$ cat config.mk
export PLATFORM = sky130hd
export DESIGN_NAME = if_fetch
export DESIGN_NICKNAME = d
export VERILOG_FILES = /design/src/rtl/if_fetch.sv
export SDC_FILE = /design/constraint.sdc
export NUM_CORES = 1
export LEC_CHECK = 0
export CAP_MARGIN = 20
export CORE_ASPECT_RATIO = 1.5
export CORE_MARGIN = 4
export CORE_UTILIZATION = 58
export DETAILED_ROUTE_END_ITERATION = 8
export PLACE_DENSITY = 0.86
export SYNTH_ARGS = -nofsm -noshare
export SYNTH_HDL_FRONTEND = slang
export SYNTH_SLANG_ARGS = --single-unit
export TNS_END_PERCENT = 100
$ cat constraint.sdc
create_clock -name clk -period 7.3 [get_ports clk]
set_clock_uncertainty 0.2 [all_clocks]
set_input_delay 1.46 -clock clk [delete_from_list [all_inputs] [get_ports clk]]
set_output_delay 1.46 -clock clk [all_outputs]
set_load 0.02 [all_outputs]
$ cat src/rtl/if_fetch.sv
// rtl/if_fetch.sv - instruction fetch stage: four byte reads per word, delivers (pc, is) to decode
module if_fetch #(
  parameter int XLEN = 32,
  parameter logic [XLEN-1:0] RESET_PC = 32'h0
) (
  input  logic            clk,
  input  logic            rst,
  input  logic            rdy_in,
  input  logic            mem_busy,
  output logic            mem_rd,
  output logic [XLEN-1:0] mem_a,
  input  logic [7:0]      mem_din,
  input  logic            stall,
  input  logic            jmp,
  input  logic [XLEN-1:0] jmp_pc,
  output logic [XLEN-1:0] if_pc,
  output logic [XLEN-1:0] if_is,
  output logic            if_vld
);

  typedef enum logic [2:0] {S0 = 3'd0, S1 = 3'd1, S2 = 3'd2, S3 = 3'd3,
                            WAIT = 3'd4, HOLD = 3'd5} state_t;

  state_t          state, state_nx;
  logic [XLEN-1:0] fpc;
  logic            pend;
  logic [1:0]      tag;
  logic [XLEN-1:0] byte_buf;
  logic [XLEN-1:0] hold_word;

  logic            issue, redirect, out_free;
  logic            deliver, to_hold;
  logic [XLEN-1:0] word, deliver_word;

  // A frozen capture of byte 3 leaves pend clear in WAIT, so the buffer then holds the whole word.
  assign word = pend ? {mem_din, byte_buf[23:0]} : byte_buf;

  always_ff @(posedge clk) begin
    if (rst) state <= S0;
    else     state <= state_nx;
  end

  always_comb begin
    state_nx = state;
    if (rdy_in && jmp) begin
      state_nx = S0;
    end else if (rdy_in) begin
      case (state)
        S0:      if (issue) state_nx = S1;
        S1:      if (issue) state_nx = S2;
        S2:      if (issue) state_nx = S3;
        S3:      if (issue) state_nx = WAIT;
        WAIT:    state_nx = out_free ? S0 : HOLD;
        HOLD:    if (out_free) state_nx = S0;
        default: state_nx = S0;
      endcase
    end
  end

  always_comb begin
    redirect     = rdy_in && jmp;
    out_free     = !if_vld || !stall;
    issue        = rdy_in && !mem_busy && !jmp && !rst && (state[2] == 1'b0);
    mem_rd       = issue;
    mem_a        = fpc + {{(XLEN-2){1'b0}}, state[1:0]};
    deliver      = rdy_in && !jmp && out_free && (state == WAIT || state == HOLD);
    to_hold      = rdy_in && !jmp && !out_free && (state == WAIT);
    deliver_word = (state == HOLD) ? hold_word : word;
  end

  always_ff @(posedge clk) begin
    if (rst) begin
      fpc       <= RESET_PC;
      pend      <= 1'b0;
      tag       <= 2'd0;
      byte_buf  <= '0;
      hold_word <= '0;
      if_pc     <= '0;
      if_is     <= '0;
      if_vld    <= 1'b0;
    end else begin
      // Returned data is captured even while frozen; a redirect drops it.
      if (pend && !redirect) byte_buf[{tag, 3'b000} +: 8] <= mem_din;

      if (redirect) begin
        pend <= 1'b0;
      end else if (issue) begin
        pend <= 1'b1;
        tag  <= state[1:0];
      end else begin
        pend <= 1'b0;
      end

      if (rdy_in) begin
        if (redirect) begin
          fpc    <= jmp_pc;
          if_vld <= 1'b0;
          if_is  <= '0;
        end else begin
          if (to_hold) hold_word <= word;
          if (deliver) begin
            if_is  <= deliver_word;
            if_pc  <= fpc + 32'd4;
            if_vld <= 1'b1;
            fpc    <= fpc + 32'd4;
          end else if (if_vld && !stall) begin
            if_vld <= 1'b0;
            if_is  <= '0;
          end
        end
      end
    end
  end

endmodule

* Word level (Yosys, flattened, before mapping)
Index checks and enable logic that the tools add are counted.
Word-level totals: ROM bits 0, word-level logic and storage cells 76, register bits after elaboration 167, bits of input ports 46, memories 0, bits in latches 0, bits in writable memories 0, output and inout port bits 98
Operators by class: shift operators 2, bitwise logic cells 2, divide/modulo/power cells 0, equality and inequality tests 10, muxes and demuxes 19, add/subtract/negate cells 3, magnitude comparators 0, $mul 0, reductions and logical operators 31
Operators by type and width (number):
- 2-to-1 mux 32 bit | 7
- adder 32 x 2 -> 32 bit | 1
- adder 32 x 3 -> 32 bit, second input constant | 1
- bitwise mux 32 bit | 1
- variable shift 8 x 7 -> 32 bit, first input constant | 1
- indexed part select 8 x 7 -> 32 bit | 1
- 2-to-1 mux 3 bit | 6
- one-hot mux 3 bit (6 select lines) | 1
- logical AND 1 bit | 12
- inequality test 2 bit, second input constant | 5
- logical NOT 1 bit | 7
- negation 5 -> 7 bit | 1
- equality test 3 x 2 -> 1 bit, second input constant | 2
- equality test 3 bit, second input constant | 2
- AND reduction 2 bit | 3
- AND reduction 3 bit | 2
- AND reduction 6 bit | 1
- 2-to-1 mux 1 bit | 4
- equality test 3 x 1 -> 1 bit, second input constant | 1
- logical NOT 3 bit | 1
- nonzero test 3 bit | 1
- logical OR 1 bit | 2
- inverter 1 bit | 2
- nonzero test 2 bit | 1
- OR reduction 2 bit | 1

* Depth between registers and ports, before layout
depth after elaboration 7, depth in mapped cells 8, mapped depth without buffers 5

* Worst setup path after synthesis
No wires, ideal clock.
path kind input to output, from in jmp, to out mem_rd, cell stages on the path 3, arrival 2.383 ns, setup slack 3.257 ns, cells stage by stage clkbuf_1 -> nand2b_1 -> nor4_2
Between the ends: cells in the longest elaborated chain, start to end 4
RTL lines:
- start: declaration | line 14 | input logic jmp,
- logical NOT 1 bit | line 63 | issue = rdy_in && !mem_busy && !jmp && !rst && (state[2] == 1'b0);
- logical AND 1 bit (3 in series) | line 63
- end: declaration | line 10 | output logic mem_rd,
No other way between the ends.

* Worst setup path in the final report
Ends and elaborated chain as after synthesis.

==> results.cfg <==
[setup_path]
critPathMaxStageDelay_ns = 0.73
crit_slowest_cell = sky130_fd_sc_hd__clkdlybuf4s50_1
timing.critical_path.fanout_max = 12
critPathArrivalTime_ns = 3.56
worst_path_most_repeated_cell = sky130_fd_sc_hd__clkdlybuf4s50_1
critical_path_sink_type = primary output
r2r_cells = 4
critPathTopFamily = buffers and inverters
timing.critical_path.cells = clkdlybuf4s50_1 > nand2b_1 > nor4_2 > clkdlybuf4s50_1
critical_path_class = primary input to primary output
regToRegSetupSlack_ns = 4.57
crit_buf_inv = 2
crit_required_ns = 5.64
critical_path.reg2reg.startpoint = state[2]$_SDFFE_PP0P_
timing.rr.end = hold_word[4]$_SDFFE_PP0P_
crit_start_category = primary input

[global_routing]
grt_pass1_wl_mm = 38.8
grt.total_usage_pct = 28.6
first_global_vias = 7875
grt_util_met2_pct = 51.5
grt-ovfl-total = 0
grt_met3_use_pct = 5.47
grt.met1_usage_pct = 32.3
grt_busiest_layer = met2
grt_max_degree = 109
antenna_violations_before_repair = 0

[sta]
timing.final.max_slew_violations = 0
totalNegativeSetupSlack_ns = 0
final_hold_viol_count = 0
setup_viol = 0
post-route-period-util_pct = 71.5
timing.max_slew.rel_slack_pct = 26.9
rsz_0062_raised_after_global_routing = false
fin_crit_ns = 5.22
worst_slew_pin_slew_ns = 1.10
max_freq_mhz = 192

[routing]
drc_errors = 0
pre_repair_dr_iteration_count = 5
routed_antenna_nets = 0
drc_marker_count_from_the_first_detailed_route_iteration = 467
wl_per_cell_um = 18.1
wl_mm = 23.9
vias = 8188
vias_per_cell = 6.20

[yosys]
syn_nets = 1103
ys_seq_area_share_pct = 39.6
synth_area_per_cell_um2 = 8.05
syn_inst = 1048
mapped_area_mm2 = 0.00844
synthDistinctLibCells = 63
async_flop_share_pct = 0
count_of_flip_flops_with_a_built_in_enable_after_synthesis = 0
ys.warnings.count = 0
synth_seq_cells = 167
synth-main-ff-cell = sky130_fd_sc_hd__dfxtp_1

[worst_hold_path]
min_path_cells = 2
min_to = hold_word[16]$_SDFFE_PP0P_
hold_path_class = flop to flop
min-delay-start = hold_word[16]$_SDFFE_PP0P_

[power_and_ir_drop]
cellPowerDensity_mw_per_mm2 = 200
total_leakage_power_nw = 3.45
ir_worst_vdd_mv = 0.186

[placed_design]
place.detailed.instances = 1288
place.detailed.hpwl_mm = 15.3
port_buffer_count = 143
gpl.final_weighted_congestion = 0.863

[floorplanning]
core_area_mm2 = 0.0141
floorplan_die_width_um = 106
die_area_mm2 = 0.0166
pin_count = 144
floorplan.die.height_um = 156
site_row_count = 53
floorplan.initialDensity_pct = 59.7

[cts]
post_cts_hold_buffer_count = 0
cts_inserted_buffers = 17
ctsResizeCount = 0
root_buffer = sky130_fd_sc_hd__clkbuf_16
cts_tree = yes
cts_buffer_depth = 2
clock_sink_count = 167
clk_pin_slew_worst_paths_ns = 0.07
clk_latency_ns = 0.43
postCtsSetupBuffers = 0
cts_htree_levels = 4

[layout]
fillers = 1047
syn_to_final_growth_pct = 23.3
final-instance-count-excl-fill = 1321
finish.net_count = 1171
final_layout_size_suffix_gt1_share_pct = 7.62
insertedDiodeCount = 0
post-route-util_pct = 73.6

[flow_run]
drv.max_cap_violation_count = 0

[run_status]
run_status = complete, no violations
==> worst min-delay path: stages, from the launching register on <==
cell	delay (ns)
sky130_fd_sc_hd__dfxtp_1	0.31
sky130_fd_sc_hd__nand2_1	0.05
sky130_fd_sc_hd__a21oi_1	0.05
==> logic make-up (layout without fill, tap and decap cells) <==
family	Yosys count	after routing	share of synthesized area [%]
buffers and inverters	120	201	5.71
muxes	37	37	4.76
xor gates and xnor gates	45	45	4.67
AOI/OAI and AO/OA	260	260	19.5
DFF	167	167	39.6
and+or+nand+nor	410	410	24.3
adders and majority gates	9	9	1.42
==> synth_stat cells, drive strengths merged, types with 3 or more instances <==
library cell / number / area share, %
nor3: 14 / 0.83
nor4: 20 / 1.6
o31ai: 8 / 0.71
nand2: 167 / 7.4
buf: 31 / 1.7
o21ai: 23 / 1.4
nand3: 46 / 2.7
xnor2: 20 / 2.1
dfxtp: 167 / 40
a22oi: 3 / 0.27
ha: 8 / 1.2
and2: 4 / 0.30
mux2i: 12 / 1.4
inv: 13 / 0.58
a31oi: 21 / 1.6
nand2b: 7 / 0.52
a21oi: 109 / 6.5
xor2: 25 / 2.6
o31a: 5 / 0.52
nand4: 45 / 3.5
mux2: 25 / 3.3
o211ai: 13 / 1.2
a311oi: 8 / 0.83
nor3b: 3 / 0.27
o221ai: 8 / 0.83
or3: 13 / 0.96
a21boi: 4 / 0.36
a2bb2oi: 9 / 0.93
o22ai: 7 / 0.52
nor2: 51 / 2.3
a211oi: 26 / 2.3
or4: 16 / 1.5
clkbuf: 76 / 3.4
and4: 13 / 1.4
==> metal layers <==
layer	wire (um)	share of wire (%)	vias up
met4	846	3.5	0
met3	1520	6.3	69
met1	8850	37	3863
met5	0	0	-
met2	12700	53	313
li1	-	-	3943
==> state kept, by name, indices dropped and copies added, names as in the netlist <==
| name | cells |
|---|---|
| state | 3 |
| fpc | 32 |
| if_pc | 32 |
| if_is | 32 |
| pend | 1 |
| if_vld | 1 |
| byte_buf | 32 |
| hold_word | 32 |
| tag | 2 |
==> final cells by class <==
class / count / area [um^2] / share of cell area, %
Clock inverter: 15 / 183 / 1.76
Multi-Input combinational cell: 761 / 4630 / 44.5
Tap cell: 192 / 240 / 2.31
Inverter: 13 / 48.8 / 0.469
Timing Repair Buffer: 156 / 1530 / 14.7
Clock buffer: 17 / 425 / 4.09
Sequential cell: 167 / 3340 / 32.1
==> worst max path at each step <==
stage | startpoint | endpoint | slack (ns) | depth (start not counted)
3_5_place_dp | jmp | mem_rd | 2.12 | 4
5_1_grt | jmp | mem_rd | 1.97 | 4
6_report | jmp | mem_rd | 2.08 | 4
2_1_floorplan | jmp | mem_rd | 3.26 | 3
3_3_place_gp | jmp | mem_rd | 2.18 | 4
4_1_cts | jmp | mem_rd | 2.11 | 4
==> cell usage in the layout, fill, tap and decap left out, types with 22 or more instances in the layout <==
master	n
sky130_fd_sc_hd__nor2_1	50
sky130_fd_sc_hd__dfxtp_1	167
sky130_fd_sc_hd__nand3_1	46
sky130_fd_sc_hd__nand2_1	166
sky130_fd_sc_hd__a211oi_1	26
sky130_fd_sc_hd__xor2_1	25
sky130_fd_sc_hd__clkdlybuf4s50_1	142
sky130_fd_sc_hd__o21ai_0	22
sky130_fd_sc_hd__mux2_2	25
sky130_fd_sc_hd__nand4_1	43
sky130_fd_sc_hd__a21oi_1	109
==> report_power, final <==
part / switching, mW / internal [mW] / total, mW
clock network: 0.415 / 0.521 / 0.936
logic: 0.0987 / 0.0858 / 0.184
registers: 0.0355 / 0.927 / 0.962
==> per-stage QoR <==
step / worst slack [ns] / power (mW) / area [um^2] / hold WS (ns)
final: 2.08 / 2.08 / 10400 / 0.254
after global routing: 1.97 / 2.14 / 10400 / 0.273
after CTS: 2.11 / 2.09 / 10400 / 0.253
after detailed placement: 2.12 / 1.16 / 9780 / 0.244
after global placement: 2.18 / 1.16 / 9780 / 0.237
after floorplan: 3.26 / 1.08 / 8440 / 0.231
Power figures use the tool's default switching activity.
